**config.mk**
```make
export PLATFORM = sky130hd
export DESIGN_NAME = fetch_unit
export DESIGN_NICKNAME = d
export VERILOG_FILES = /design/src/rtl/fetch_unit.sv
export SDC_FILE = /design/constraint.sdc
export NUM_CORES = 1
export LEC_CHECK = 0
export BUFFER_PORTS_ARGS = -buffer_cell sky130_fd_sc_hd__buf_2
export CAP_MARGIN = 25
export CORE_MARGIN = 2
export CORE_UTILIZATION = 44
export DETAILED_ROUTE_END_ITERATION = 16
export GPL_ROUTABILITY_DRIVEN = 0
export PLACE_DENSITY = 0.84
export SLEW_MARGIN = 20
export SYNTH_ARGS = -nofsm -noshare
export SYNTH_HDL_FRONTEND = slang
export SYNTH_SLANG_ARGS = --single-unit
```
**constraint.sdc**
```tcl
create_clock -name clk -period 1.2 [get_ports clk]
set_input_delay 0.24 -clock clk [delete_from_list [all_inputs] [get_ports clk]]
set_output_delay 0.24 -clock clk [all_outputs]
set_load 0.01 [all_outputs]
```
**src/rtl/fetch_unit.sv**
```systemverilog
// rtl/fetch_unit.sv - instruction fetch sequencer driving a memory buffer register
//
// Ports:
//   clk, rst        clock and synchronous active-high reset
//   start           request one fetch (honoured in IDLE only)
//   run             continuous fetch; sampled when VALID is left
//   branch_en       load pc from branch_addr (direct in IDLE/CAPT, pending otherwise)
//   branch_addr     branch target
//   mbr_data        data_out of the memory buffer register
//   ir_ready        consumer accepts ir
//   pointer         registered memory address (MAR)
//   dram_in         buffer register capture strobe (LOAD)
//   mbr_out         buffer register drive strobe (DRIVE)
//   ir, ir_valid    instruction register and its valid flag
//   pc              program counter
//   busy            high whenever the FSM is not IDLE
module fetch_unit (
    input  logic       clk,
    input  logic       rst,
    input  logic       start,
    input  logic       run,
    input  logic       branch_en,
    input  logic [3:0] branch_addr,
    input  logic [7:0] mbr_data,
    input  logic       ir_ready,
    output logic [3:0] pointer,
    output logic       dram_in,
    output logic       mbr_out,
    output logic [7:0] ir,
    output logic       ir_valid,
    output logic [3:0] pc,
    output logic       busy
);

    typedef enum logic [2:0] {
        S_IDLE  = 3'd0,
        S_ADDR  = 3'd1,
        S_WAIT  = 3'd2,
        S_LOAD  = 3'd3,
        S_DRIVE = 3'd4,
        S_CAPT  = 3'd5,
        S_VALID = 3'd6
    } state_t;

    state_t     state_q, state_d;
    logic [3:0] pc_q, pc_d;
    logic [3:0] pointer_q, pointer_d;
    logic [7:0] ir_q, ir_d;
    logic       ir_valid_q, ir_valid_d;
    logic       pend_valid_q, pend_valid_d;
    logic [3:0] pend_addr_q, pend_addr_d;
    logic       dram_in_q, dram_in_d;
    logic       mbr_out_q, mbr_out_d;
    logic       busy_q, busy_d;

    always_comb begin
        state_d      = state_q;
        pc_d         = pc_q;
        pointer_d    = pointer_q;
        ir_d         = ir_q;
        pend_valid_d = pend_valid_q;
        pend_addr_d  = pend_addr_q;

        // A branch seen mid-fetch is remembered (latest wins) and applied
        // when the current instruction is captured.
        if (branch_en && state_q != S_IDLE && state_q != S_CAPT) begin
            pend_valid_d = 1'b1;
            pend_addr_d  = branch_addr;
        end

        case (state_q)
            S_IDLE: begin
                // pc is loaded here so ADDR naturally fetches from the target
                if (branch_en) pc_d = branch_addr;
                if (start) state_d = S_ADDR;
            end
            S_ADDR: begin
                pointer_d = pc_q;
                state_d   = S_WAIT;
            end
            S_WAIT:  state_d = S_LOAD;
            S_LOAD:  state_d = S_DRIVE;
            S_DRIVE: state_d = S_CAPT;
            S_CAPT: begin
                ir_d = mbr_data;
                // Same-cycle branch beats a pending one, which beats pc+1.
                if (branch_en)         pc_d = branch_addr;
                else if (pend_valid_q) pc_d = pend_addr_q;
                else                   pc_d = pc_q + 4'd1;
                pend_valid_d = 1'b0;
                state_d      = S_VALID;
            end
            S_VALID: begin
                if (ir_ready) state_d = run ? S_ADDR : S_IDLE;
            end
            default: state_d = S_IDLE;
        endcase

        // Outputs are registered from the next state so they line up with it.
        dram_in_d  = (state_d == S_LOAD);
        mbr_out_d  = (state_d == S_DRIVE);
        ir_valid_d = (state_d == S_VALID);
        busy_d     = (state_d != S_IDLE);
    end

    always_ff @(posedge clk) begin
        if (rst) begin
            state_q      <= S_IDLE;
            pc_q         <= 4'd0;
            pointer_q    <= 4'd0;
            ir_q         <= 8'd0;
            ir_valid_q   <= 1'b0;
            pend_valid_q <= 1'b0;
            pend_addr_q  <= 4'd0;
            dram_in_q    <= 1'b0;
            mbr_out_q    <= 1'b0;
            busy_q       <= 1'b0;
        end else begin
            state_q      <= state_d;
            pc_q         <= pc_d;
            pointer_q    <= pointer_d;
            ir_q         <= ir_d;
            ir_valid_q   <= ir_valid_d;
            pend_valid_q <= pend_valid_d;
            pend_addr_q  <= pend_addr_d;
            dram_in_q    <= dram_in_d;
            mbr_out_q    <= mbr_out_d;
            busy_q       <= busy_d;
        end
    end

    assign pointer  = pointer_q;
    assign dram_in  = dram_in_q;
    assign mbr_out  = mbr_out_q;
    assign ir       = ir_q;
    assign ir_valid = ir_valid_q;
    assign pc       = pc_q;
    assign busy     = busy_q;

endmodule

```
Yosys cells after proc, flatten, opt, wreduce, memory -nomap -nowiden
Index checks and enable logic that the tools add are counted.
{"block": "op_classes", "n_addsub": 1, "eq_ne": 11, "muxes": 8, "reduce_logical": 8}
{"op": "one-hot mux 3 bit (7 select lines)", "count": 1}
{"op": "== test 3 bit (second input constant)", "count": 5}
{"op": "two-way mux 4 bit", "count": 3}
{"op": "== test 3 x 2 -> 1 bit (second input constant)", "count": 3}
{"op": "one-hot mux 4 bit (2 select lines)", "count": 1}
{"op": "two-way mux 3 bit", "count": 2}
{"op": "nonzero test 3 bit", "count": 2}
{"op": "adder 4 x 1 -> 4 bit (second input constant)", "count": 1}
{"op": "== test 3 x 1 -> 1 bit (second input constant)", "count": 1}
{"op": "logical NOT 3 bit", "count": 1}
{"op": "inequality test 3 bit (second input constant)", "count": 1}
{"op": "logical AND 1 bit", "count": 2}
{"op": "inequality test 2 bit (second input constant)", "count": 1}
{"op": "AND reduction 2 bit", "count": 1}
{"op": "nonzero test 2 bit", "count": 1}
{"op": "OR reduction 2 bit", "count": 1}
{"op": "two-way mux 1 bit", "count": 1}
{"block": "totals", "ff_bits": 28, "in_bits": 18, "output_inout_bits": 20}

Logic depth before layout (Yosys ltp)
Gate-level depths: netlist of the first run.
{"block": "depth", "ltp_word": 4, "ltp_mapped": 5}

Worst setup path before layout of the first run
No wires, ideal clock.
{"block": "synth_path", "path_kind": "reg2reg", "startpoint": "register state_q[2]", "endpoint": "register pc_q[1], in the netlist pc[1]", "arrival_time_ns": 1.162, "required_time_ns": 1.068, "path_slack_ns": -0.094, "stages_incl_launch_ff": 6, "period_less_slack_ns": 1.294, "cell_sequence": "dfxtp_1 buf_6 or3b_1 and2_1 o21ai_0 a21oi_1"}
{"block": "synth_between", "elab_chain_len": 3, "elab_cells_between_ends": 6, "cone_classes": "eq/ne: 2; mux: 1; reduce/logical: 3"}
{"element": "from (decl)", "line": "45", "text": "state_t state_q, state_d;"}
{"element": "from (signal assigned)", "line": "119", "text": "state_q <= state_d;"}
{"element": "== test 3 bit / logical NOT 3 bit (equally long branches)", "line": "71", "text": "case (state_q)"}
{"element": "nonzero test 2 bit (no source line) / inequality test 2 bit (equally long branches)"}
{"element": "AND reduction 2 bit (no source line)"}
{"element": "to (signal assigned)", "line": "120", "text": "pc_q <= pc_d;"}
{"element": "to (decl)", "line": "46", "text": "logic [3:0] pc_q, pc_d;"}
Parallel ways exist; a longest one is shown, timed or not.
A chain may end at the register's enable or synchronous reset.

Final worst setup path of the first run
{"block": "layout_path", "startpoint": "register state_q[2]", "endpoint": "register pc_q[3], in the netlist pc[3]"}
The elaborated chain is that of the path after synthesis.

==> results of run 1 <==
## sequential cells by signal, summed over array words and instances, names as in the netlist
signal and count:
mbr_out 1, pend_addr_q 4, ir 8, ir_valid 1, busy 1, state_q 3, pend_valid_q 1, pc 4
dram_in 1, pointer 4
## kinds of logic (layout without fill, tap and decap cells)
| logic type | after synthesis | after routing | share of synthesized area, % |
|---|---|---|---|
| buffers and inverters | 9 | 61 | 3.80 |
| flip-flops | 28 | 28 | 48.6 |
| AO/OA/AOI/OAI | 39 | 39 | 19.1 |
| adder cells (fa/ha/maj) | 1 | 1 | 1.08 |
| XOR/XNOR | 3 | 3 | 2.28 |
| multiplexers | 5 | 5 | 4.34 |
| AND/OR/NAND/NOR | 52 | 52 | 20.8 |
## layout make-up
type / count / share of cell area (%)
multi-input combinational: 100 / 38.7
tap: 30 / 2.32
clock buffer: 3 / 1.39
sequential: 28 / 35.4
timing repair buffer: 56 / 21.7
inverter: 2 / 0.464
## cell usage after synthesis (all sizes together)
library cell	number
dfxtp	28
nand2	27
a21oi	20
o21ai	11
nor2	8
mux2i	5
nor3	5
clkbuf	4
buf	3
nand2b	3
o211ai	3
inv	2
nand3	2
o22ai	2
or3	2
xnor2	2
a21o	1
a31oi	1
and2	1
and3	1
and4bb	1
ha	1
nor4	1
o2111ai	1
or3b	1
xor2	1
## power breakdown
| part | total (mW) | switching, mW | internal [mW] |
|---|---|---|---|
| sequential | 1.04 | 0.0545 | 0.981 |
| combinational | 0.391 | 0.194 | 0.197 |
| clock | 0.362 | 0.244 | 0.118 |
| total | 1.79 | 0.493 | 1.30 |
## cell usage in the layout (no fill, tap or decap), types with 2 or more instances in the layout
master	instances
buf_2	35
nand2_1	27
dfxtp_1	22
buf_4	16
a21oi_1	15
nor2_1	6
o21ai_0	6
mux2i_1	5
buf_6	5
a21oi_2	4
nor3_1	4
dfxtp_2	4
o211ai_1	3
o21ai_1	3
clkbuf_4	3
inv_1	2
xnor2_1	2
nand2b_1	2
or3_1	2
dfxtp_4	2
## layer usage
metal  global-route usage (%)  part of all wire [%]
met4                     9.06                   1.9
met5                        0                     0
met2                     36.1                    50
met1                     23.7                    41
met3                     3.98                   7.2
## worst reg2reg max path: stages, from the launching register on
cell     delay [ns]
dfxtp_2        0.38
or3b_4         0.42
a21oi_4        0.19
o21ai_0        0.13
a31oi_1        0.15
## stage by stage
stage          setup WS [ns]  TNS, ns  utilization [%]  hold WS [ns]
5_1_grt               -0.180    -1.49             65.3         0.137
3_3_place_gp          -0.110   -0.698             59.1         0.438
4_1_cts              -0.0768   -0.302             63.0         0.137
3_5_place_dp          -0.153    -1.76             59.1         0.448
2_1_floorplan        -0.0536   -0.245                -         0.317
6_report              -0.129   -0.569             65.3         0.150
## worst paths after layout
| check | from | endpoint | slack (ns) | cells after the start |
|---|---|---|---|---|
| min reg2reg | ir[7]$_SDFFE_PP0N_ | ir[7]$_SDFFE_PP0N_ | 0.46 | 2 |
| max reg2reg | state_q[2]$_SDFF_PP0_ | pc[3]$_SDFFE_PP0P_ | -0.13 | 4 |
| max | state_q[2]$_SDFF_PP0_ | pc[3]$_SDFFE_PP0P_ | -0.13 | 4 |
| min | mbr_data[6] | ir[6]$_SDFFE_PP0N_ | 0.15 | 3 |
## repair_timing
item	4_1_cts	5_1_grt
setup buffers	1	2
pin swaps	5	1
endpoints found under the setup margin	24	27
resized for setup	17	16
endpoints found under the hold margin	0	0
==> summary.txt, run 1 <==
Global routing
  • Largest net degree at the start of global routing: 15
  • Antenna violations before repair: 0
  • GR Util All Layers: 20.4%
  • Number of global-route vias before repair: 1237
  • Global route overflow: 0
  • First-pass GRT wire length: 5130 um

Clock network
  • CTS Buffer Depth: 2
  • Clock Latency Late Sink: 0.31 ns
  • CTS buffer count: 3
  • Reg clk slew, reported paths: 0.13 ns
  • Cts hold-fix bufs: 0
  • Clock sink count: 28
  • CTS tree: yes
  • Root buf cell: clkbuf_4
  • H-Tree Depth: 1

Yosys
  • Seq/Total Area, Yosys: 48.6%
  • Average cell area after synthesis: 8.42 um2
  • Post-synth top area cell: dfxtp_1
  • Ranking of synthesized cells by area: dfxtp_1 (49%), nand2_1 (8.8%), a21oi_1 (8.2%), mux2i_1 (4.3%), o21ai_0 (4.3%)
  • Ys Warns: 0
  • Synthesized net count: 156
  • Cells after synthesis: 137
  • Top-area cell type share of the netlist area: 48.6%
  • Post-synthesis cell area: 1150 um2
  • Post-synthesis register bit count: 28
  • Synth unique cells: 30

STA
  • Final setup margin: -0.129 ns
  • Final Max Tran Viols: 0
  • RSZ-0062 raised after global routing: yes
  • Final Hold Fails: 0
  • Worst-Margin Slew: 0.335 ns
  • Final Skew: 0.00295 ns
  • Final period util: 111%
  • Setup-failing EPs final: 7
  • Fin crit period: 1.33 ns
  • Max Fclk: 752 MHz
  • Relative slew slack: 77.7%

Route
  • DR vias: 1206
  • Post-DR vias/cell: 5.51
  • TritonRoute pass-1 iters: 5
  • Iter 0 DRT Violations: 53
  • Wirelength, routed: 3240 um
  • Number of remaining DRC errors: 0
  • Per-cell routed wire length: 14.8 um
  • Routed Antenna Nets: 0

Final layout
  • N_diodes: 0
  • Fillers: 213
  • Ratio of cells with drive above 1 in the final layout: 42.9%
  • Final std cells w/o fill: 219
  • Area Overhead vs Synth: 40.2%
  • Nets: 210
  • Multi-input gate area: 626 um2
  • Post-route design area: 1620 um2
  • Register area: 573 um2

Power
  • Cell Pwr Density: 1110 nW/um2
  • Peak supply drop: 0.861 mV
  • Leak pwr: 0.714 nW
  • Pwr Total: 1.79 mW

Setup path
  • Critical path endpoint category: register
  • Crit path required time: 1.45 ns
  • Critical Path Start Type: register
  • CP peak stage delay: 0.42 ns
  • Arr. time, crit path: 1.58 ns
  • WS Path Type: register to register
  • Critical path peak fanout: 7
  • Critical-path top delay cell: or3b_4
  • Delay-heaviest family, CP: compound AO/OA/AOI/OAI gates
  • Crit-path cells: or3b_4 -> a21oi_4 -> o21ai_0 -> a31oi_1
  • CP Buf/Inv Count: 0

Run status
  • Failing checks: setup timing
  • Status: complete, but fails checks

Floorplanning
  • Die Area: 3050 um2
  • Die X: 55.2 um
  • Row cnt: 18
  • Die Y: 55.2 um
  • Starting Density: 46.6%
  • Boundary pin count: 38
  • Core ar.: 2480 um2

Placed design
  • Dpl hpwl: 2130 um
  • Area after DPL: 1470 um2
  • Port Buffers: 37
  • Placed cells: 213

Flow run
  • Max cap viols: 0

Min path
  • Hold crit path type: input port to register
Note: power is estimated with default switching activity, not from simulation.
==> run 2: changes to the inputs <==
--- a/config.mk
+++ b/config.mk
@@ -5,10 +5,11 @@
 export SDC_FILE = /design/constraint.sdc
 export NUM_CORES = 1
 export LEC_CHECK = 0
+export ABC_AREA = 1
 export BUFFER_PORTS_ARGS = -buffer_cell sky130_fd_sc_hd__buf_2
 export CAP_MARGIN = 25
 export CORE_MARGIN = 2
-export CORE_UTILIZATION = 44
+export CORE_UTILIZATION = 45
 export DETAILED_ROUTE_END_ITERATION = 16
 export GPL_ROUTABILITY_DRIVEN = 0
 export PLACE_DENSITY = 0.84
==> summary.txt, run 2 <==
Yosys
  • Fraction of the mapped netlist area in adder cells: 1.00% (-0.084 points)
  • Compound-gate portion of the synthesized area: 10.6% (-8.5 points)
  • Main combinational cell family by area after synthesis: simple AND/OR/NAND/NOR gates
  • Ranking of synthesized cells by area: dfxtp_1 (45%), nand2_1 (17%), a21oi_1 (9.6%), nand3_1 (5.2%), inv_1 (3.9%)
  • Synthesized net count: 192 (+23%)
  • Ys flop type: dfxtp_1
  • Simple-gate portion of the synthesized area: 34.2% (+13 points)
  • Mux cell area share after synthesis: 0% (-4.3 points)
  • Seq/Total Area, Yosys: 44.8% (-3.7 points)
  • Ys Warns: 0 (unchanged)
  • Average cell area after synthesis: 7.23 um2 (-14%)
  • Post-synthesis register bit count: 28 (unchanged)
  • Cells after synthesis: 173 (+26%)
  • Synth unique cells: 23 (-23%)
  • Top-area cell type share of the netlist area: 44.8% (-3.7 points)
  • Post-synth top cells: nand2_1 (56), dfxtp_1 (28), a21oi_1 (24)
  • XOR/XNOR Fraction of Synth Area: 0% (-2.3 points)
  • Post-synth top area cell: dfxtp_1
  • Post-synth ARST share: 0% (unchanged)
  • Post-synthesis cell area: 1250 um2 (+8.4%)
  • EDFF count, synth: 0 (unchanged)
  • Most common cell in the netlist: nand2_1

Floorplanning
  • Die X: 56.7 um (+2.7%)
  • Boundary pin count: 38 (unchanged)
  • Core ar.: 2690 um2 (+8.4%)
  • Row cnt: 19 (+1)
  • Starting Density: 46.5% (about the same)
  • Die Area: 3220 um2 (+5.5%)
  • Die Y: 56.7 um (+2.7%)

Route
  • Wirelength, routed: 2690 um (-17%)
  • Routed Antenna Nets: 0 (unchanged)
  • Number of remaining DRC errors: 0 (unchanged)
  • Iter 0 DRT Violations: 46 (-13%)
  • TritonRoute pass-1 iters: 4 (-1)
  • DR vias: 1259 (+4.4%)
  • Per-cell routed wire length: 10.9 um (-26%)
  • Post-DR vias/cell: 5.12 (-7.1%)

Setup path
  • Flop-to-flop setup slack: 0.05 ns (+0.18 ns)
  • Terminus of the critical flop-to-flop path: pend_addr_q[3]$_SDFFE_PP0P_
  • Critical Path Start Type: register
  • Critical path endpoint category: register
  • Critical path peak fanout: 6 (-1)
  • R2R Path Start: state_q[0]$_SDFF_PP0_
  • Crit path required time: 1.46 ns (about the same)
  • Worst reg2reg path depth: 6 (+2)
  • Arr. time, crit path: 1.41 ns (-0.17 ns)
  • WS Path Type: register to register

Clock network
  • CTS Buffer Depth: 2 (unchanged)
  • Clock sink count: 28 (unchanged)
  • H-Tree Depth: 1 (unchanged)
  • CTS tree: yes
  • Clock Latency Late Sink: 0.33 ns (+0.02 ns)
  • Root buf cell: clkbuf_4
  • CTS buffer count: 3 (unchanged)
  • Reg clk slew, reported paths: 0.16 ns (+0.03 ns)
  • Cts hold-fix bufs: 0 (unchanged)

Final layout
  • N_diodes: 0 (unchanged)
  • Post-route design area: 1580 um2 (-2.1%)
  • Ratio of cells with drive above 1 in the final layout: 30.2% (-13 points)
  • Area Overhead vs Synth: 26.7%
  • Nets: 235 (+12%)
  • Post-layout util: 59.0% (-6.3 points)
  • Largest register FFs: 8 (unchanged)
  • Commonest non-fill, non-tap cell in the layout: nand2_1
  • Most frequent cells in the layout: nand2_1 (56), buf_2 (35), a21oi_1 (24), dfxtp_1 (22)

Power
  • Cell Pwr Density: 1310 nW/um2 (+19%)
  • Leak pwr: 0.776 nW (+8.7%)
  • Peak supply drop: 0.930 mV (+8.0%)

STA
  • Setup-failing EPs final: 0 (-7)
  • Relative slew slack: 85.0% (+7.4 points)
  • Final Max Tran Viols: 0 (unchanged)
  • Fin crit period: 1.15 ns (-0.176 ns)
  • Final period util: 96.1% (-15 points)
  • Max Fclk: 868 MHz (+15%)
  • Worst-Margin Slew: 0.225 ns (-0.110 ns)
  • Final Hold Fails: 0 (unchanged)
  • RSZ-0062 raised after global routing: yes
  • Final Skew: 0.00909 ns (+0.00613 ns)

Global routing
  • Antenna violations before repair: 0 (unchanged)
  • Largest net degree at the start of global routing: 17 (+2)
  • First-pass GRT wire length: 4290 um (-16%)
  • Number of global-route vias before repair: 1049 (-15%)
  • Global route overflow: 0 (unchanged)
  • GR Util All Layers: 16.5% (-3.9 points)

Placed design
  • Port Buffers: 37 (unchanged)
  • Area after DPL: 1490 um2 (+1.4%)
  • Dpl hpwl: 1990 um (-6.7%)

Run status
  • Status: completed

Min path
  • Hold Path End: ir[4]$_SDFFE_PP0N_
  • Hold crit path type: input port to register
  • Hold_sp: mbr_data[4]
  • Hold path depth: 3 (unchanged)

Flow run
  • Max cap viols: 0 (unchanged)
[run 2: cell count changes in the layout (fill, tap and decap cells not counted), sizes merged, moves of 3 or more]
cell / delta
inv: +15
buf: -11
mux2i: -5
nand3: +14
o21ai: -10
o211ai: -3
nor3: -4
a21oi: +4
nand3b: +4
nand2b: -3
nand2: +30
nand4: +5
[run 2: metrics by stage]
stage	TNS, ns	instances	hold slack, ns	worst slack, ns	total power [mW]
3_5_place_dp	0	242	0.452	0.0488	1.45
3_3_place_gp	0	242	0.449	0.0851	1.44
5_1_grt	-0.0600	246	0.134	-0.0277	2.19
6_report	0	246	0.136	0.0473	2.08
2_1_floorplan	0	173	0.375	0.113	1.32
4_1_cts	0	246	0.127	0.000291	2.08
[run 2: how the worst max path moves through the flow]
stage	cells after the start	slack [ns]	endpoint	start
final	6	0.05	pend_addr_q[3]$_SDFFE_PP0P_	state_q[0]$_SDFF_PP0_
after global routing	6	-0.03	pend_addr_q[3]$_SDFFE_PP0P_	state_q[0]$_SDFF_PP0_
after CTS	2	0.0003	pc[1]	pc[1]$_SDFFE_PP0P_
after detailed placement	5	0.05	pc[2]$_SDFFE_PP0P_	state_q[0]$_SDFF_PP0_
after global placement	5	0.09	pc[3]$_SDFFE_PP0P_	state_q[0]$_SDFF_PP0_
after floorplan	5	0.11	pc[1]$_SDFFE_PP0P_	pc[0]$_SDFFE_PP0P_
[run 2: report_power, final]
| group | internal (mW) | switching [mW] | total, mW |
|---|---|---|---|
| clock | 0.338 | 0.277 | 0.614 |
| combinational | 0.176 | 0.240 | 0.416 |
| sequential | 0.998 | 0.0513 | 1.05 |
| total | 1.51 | 0.568 | 2.08 |
[run 2: cell families after synthesis]
kind of cell               after synthesis
adders and majority gates                1
DFF                                     28
AOI/OAI and AO/OA                       26
buffers and inverters                   25
and+or+nand+nor                         93
[run 2: repair_timing]
item,in CTS,in global routing
resized for setup,2,11
endpoints found under the hold margin,0,0
pin swaps,0,0
setup buffers,0,1
endpoints found under the setup margin,1,14
[run 2: per-layer routing]
metal / part of all wire (%) / GRT usage, % / up-vias / wire, um
met4: 0.30 / 4.42 / 0 / 8
li1: - / - / 644 / -
met2: 50 / 28.4 / 36 / 1340
met1: 45 / 21.0 / 577 / 1220
met5: 0 / 0 / - / 0
met3: 4.7 / 3.00 / 2 / 126
[run 2: cell type report]
class | count | area [um2]
Clock inverter | 1 | 30.0
Tap cell | 31 | 38.8
Multi-Input combinational cell | 120 | 596
Timing Repair Buffer | 45 | 262
Inverter | 18 | 67.6
Clock buffer | 3 | 22.5
Sequential cell | 28 | 568
Fill cell | 259 | 1100
[run 2: worst max-delay path: stages, from the launching register on]
cell and delay [ns]:
dfxtp_2 0.38, buf_4 0.16, nor2_4 0.13, nand2_2 0.11, nand3_4 0.10, nand2_1 0.08, a21oi_1 0.13
==> run 3: changes to the inputs <==
--- a/config.mk
+++ b/config.mk
@@ -9,10 +9,10 @@
 export BUFFER_PORTS_ARGS = -buffer_cell sky130_fd_sc_hd__buf_2
 export CAP_MARGIN = 25
 export CORE_MARGIN = 2
-export CORE_UTILIZATION = 45
+export CORE_UTILIZATION = 50
 export DETAILED_ROUTE_END_ITERATION = 16
 export GPL_ROUTABILITY_DRIVEN = 0
-export PLACE_DENSITY = 0.84
+export PLACE_DENSITY = 0.88
 export SLEW_MARGIN = 20
 export SYNTH_ARGS = -nofsm -noshare
 export SYNTH_HDL_FRONTEND = slang
==> constraint.sdc (replaced) <==
create_clock -name clk -period 1.41 [get_ports clk]
set_input_delay 0.282 -clock clk [delete_from_list [all_inputs] [get_ports clk]]
set_output_delay 0.282 -clock clk [all_outputs]
set_load 0.01 [all_outputs]
==> summary.txt, run 3 (synthesis gave the netlist of run 2 again) <==
Final layout
  • Nets: 232 (-1.3%)
  • Area Overhead vs Synth: 19.8%
  • Final std cells w/o fill: 242 (-1.6%)
  • Commonest non-fill, non-tap cell in the layout: nand2_1
  • Multi-input gate area: 573 um2 (-3.8%)
  • Largest register FFs: 8 (unchanged)
  • N_diodes: 0 (unchanged)
  • Register area: 561 um2 (-1.3%)
  • Most frequent cells in the layout: nand2_1 (56), buf_2 (37), dfxtp_1 (28), a21oi_1 (24)
  • Ratio of cells with drive above 1 in the final layout: 25.9% (-4.3 points)
  • Fillers: 236 (-8.9%)

Placed design
  • Port Buffers: 37 (unchanged)
  • Placed cells: 238 (-1.7%)
  • Post-place setup slack: 0.199 ns (+0.150 ns)
  • Dpl hpwl: 1980 um (-0.30%)

STA
  • Hold slack: 0.185 ns (+0.0482 ns)
  • Relative slew slack: 81.4% (-3.6 points)
  • Max Fclk: 805 MHz (-7.2%)
  • Fin crit period: 1.24 ns (+0.0894 ns)
  • Setup TNS Final: 0 ns (unchanged)
  • Final Skew: 0.00598 ns (-0.00310 ns)
  • Worst-Margin Slew: 0.277 ns (+0.0521 ns)
  • Final period util: 88.1% (-8.0 points)
  • Final setup margin: 0.168 ns (+0.121 ns)
  • Final Max Tran Viols: 0 (unchanged)
  • Final Hold Fails: 0 (unchanged)
  • Setup-failing EPs final: 0 (unchanged)
  • RSZ-0062 raised after global routing: no

Setup path
  • Delay-heaviest family, CP: simple AND/OR/NAND/NOR gates
  • Critical path endpoint category: register
  • Critical path peak fanout: 19 (+13)
  • Crit-path cells: inv_2 -> nand3_4 -> nor2_1 -> nand3_1 -> a21oi_1
  • CP peak stage delay: 0.38 ns (about the same)
  • Crit path required time: 1.68 ns (+0.22 ns)
  • Critical Path Start Type: register
  • Critical-path top delay cell: dfxtp_1
  • CP Buf/Inv Count: 1 (unchanged)
  • Arr. time, crit path: 1.51 ns (+0.10 ns)
  • WS Path Type: register to register

Route
  • Met1 Wirelength: 1090 um (-10%)
  • Routed Antenna Nets: 0 (unchanged)
  • Iter 0 DRT Violations: 29 (-37%)
  • Met3 Wirelength: 230 um (+83%)
  • Wirelength, routed: 2620 um (-2.7%)
  • Met2 routed WL: 1280 um (-4.5%)
  • TritonRoute pass-1 iters: 4 (unchanged)
  • Number of remaining DRC errors: 0 (unchanged)
  • DR vias: 1233 (-2.1%)
  • Highest metal used: met4
  • Post-DR vias/cell: 5.10 (-0.45%)
  • Per-cell routed wire length: 10.8 um (-1.1%)

Clock network
  • CTS buffer count: 3 (unchanged)
  • H-Tree Depth: 1 (unchanged)
  • Clock Latency Late Sink: 0.33 ns (about the same)
  • PostCTS Resize Cnt: 0 (-2)
  • Clock sink count: 28 (unchanged)
  • CTS tree: yes
  • CTS Buffer Depth: 2 (unchanged)
  • # Post-CTS Setup Buffers: 0 (unchanged)
  • Root buf cell: clkbuf_4
  • Reg clk slew, reported paths: 0.14 ns (-0.02 ns)
  • Cts hold-fix bufs: 0 (unchanged)

Floorplanning
  • Die Area: 2920 um2 (-9.3%)
  • Row cnt: 18 (-1)
  • Core ar.: 2430 um2 (-9.5%)
  • Boundary pin count: 38 (unchanged)
  • Die X: 54 um (-4.8%)
  • Die Y: 54 um (-4.8%)
  • Starting Density: 51.4% (+4.9 points)

Global routing
  • Antenna violations before repair: 0 (unchanged)
  • Number of global-route vias before repair: 1021 (-2.7%)
  • First-pass GRT wire length: 4140 um (-3.5%)
  • GR Util All Layers: 19.7% (+3.2 points)
  • Global route overflow: 0 (unchanged)
  • Largest net degree at the start of global routing: 20 (+3)

Power
  • Net switching power: 0.460 mW (-19%)
  • Cell Pwr Density: 1060 nW/um2 (-19%)
  • Flop pwr share: 55.6% (+5.2 points)
  • Leak pwr: 0.748 nW (-3.7%)
  • Switch share: 28.9% (+1.6 points)
  • Peak supply drop: 1.03 mV (+10%)
  • Clock power share: 24.0% (-5.5 points)
  • Comb pwr share: 20.5% (+0.5 points)
  • Power Internal: 1.13 mW (-25%)

Flow run
  • Max cap viols: 0 (unchanged)

Run status
  • Status: completed

Min path
  • Hold crit path type: input port to register
-- run 3: area by class of cell --
type | instances | area share [%]
Timing Repair Buffer | 42 | 14.9
Clock buffer | 4 | 2.42
Multi-Input combinational cell | 120 | 38.3
Tap cell | 30 | 2.51
Inverter | 18 | 4.51
Sequential cell | 28 | 37.4
-- run 3: stage by stage --
step	util, %	power [mW]	area [um2]
2_1_floorplan	-	1.12	1250
3_5_place_dp	60.1	1.23	1460
6_report	61.6	1.59	1500
5_1_grt	61.6	1.69	1500
3_3_place_gp	60.1	1.22	1460
4_1_cts	61.6	1.61	1500
-- run 3: power by group through the flow --
stage / Combinational (mW) / Clock (mW) / Sequential, mW
floorplan: 0.211 / 0 / 0.912
CTS: 0.326 / 0.397 / 0.886
detailed placement: 0.325 / 0 / 0.903
global route: 0.370 / 0.429 / 0.893
global placement: 0.317 / 0 / 0.902
finish: 0.326 / 0.382 / 0.886
-- run 3: worst register-to-register path, stage by stage, from the launching register on --
cell	delay, ns
dfxtp_1	0.38
inv_2	0.12
nand3_4	0.21
nor2_1	0.24
nand3_1	0.10
a21oi_1	0.14
-- run 3: per-layer routing --
metal	vias to the layer above	track usage, %
met4	0	7.92
met2	48	32.7
met3	2	6.39
li1	636	-
met1	547	23.4
met5	-	0
-- run 3: final timing paths --
path / startpoint / endpoint / slack (ns) / cells past startpoint
max: state_q[1]$_SDFF_PP0_ / pc[2]$_SDFFE_PP0P_ / 0.17 / 5
min: mbr_data[2] / ir[2]$_SDFFE_PP0N_ / 0.18 / 3
max reg2reg: state_q[1]$_SDFF_PP0_ / pc[2]$_SDFFE_PP0P_ / 0.17 / 5
min reg2reg: pointer[3]$_SDFFE_PP0P_ / pointer[3]$_SDFFE_PP0P_ / 0.47 / 2
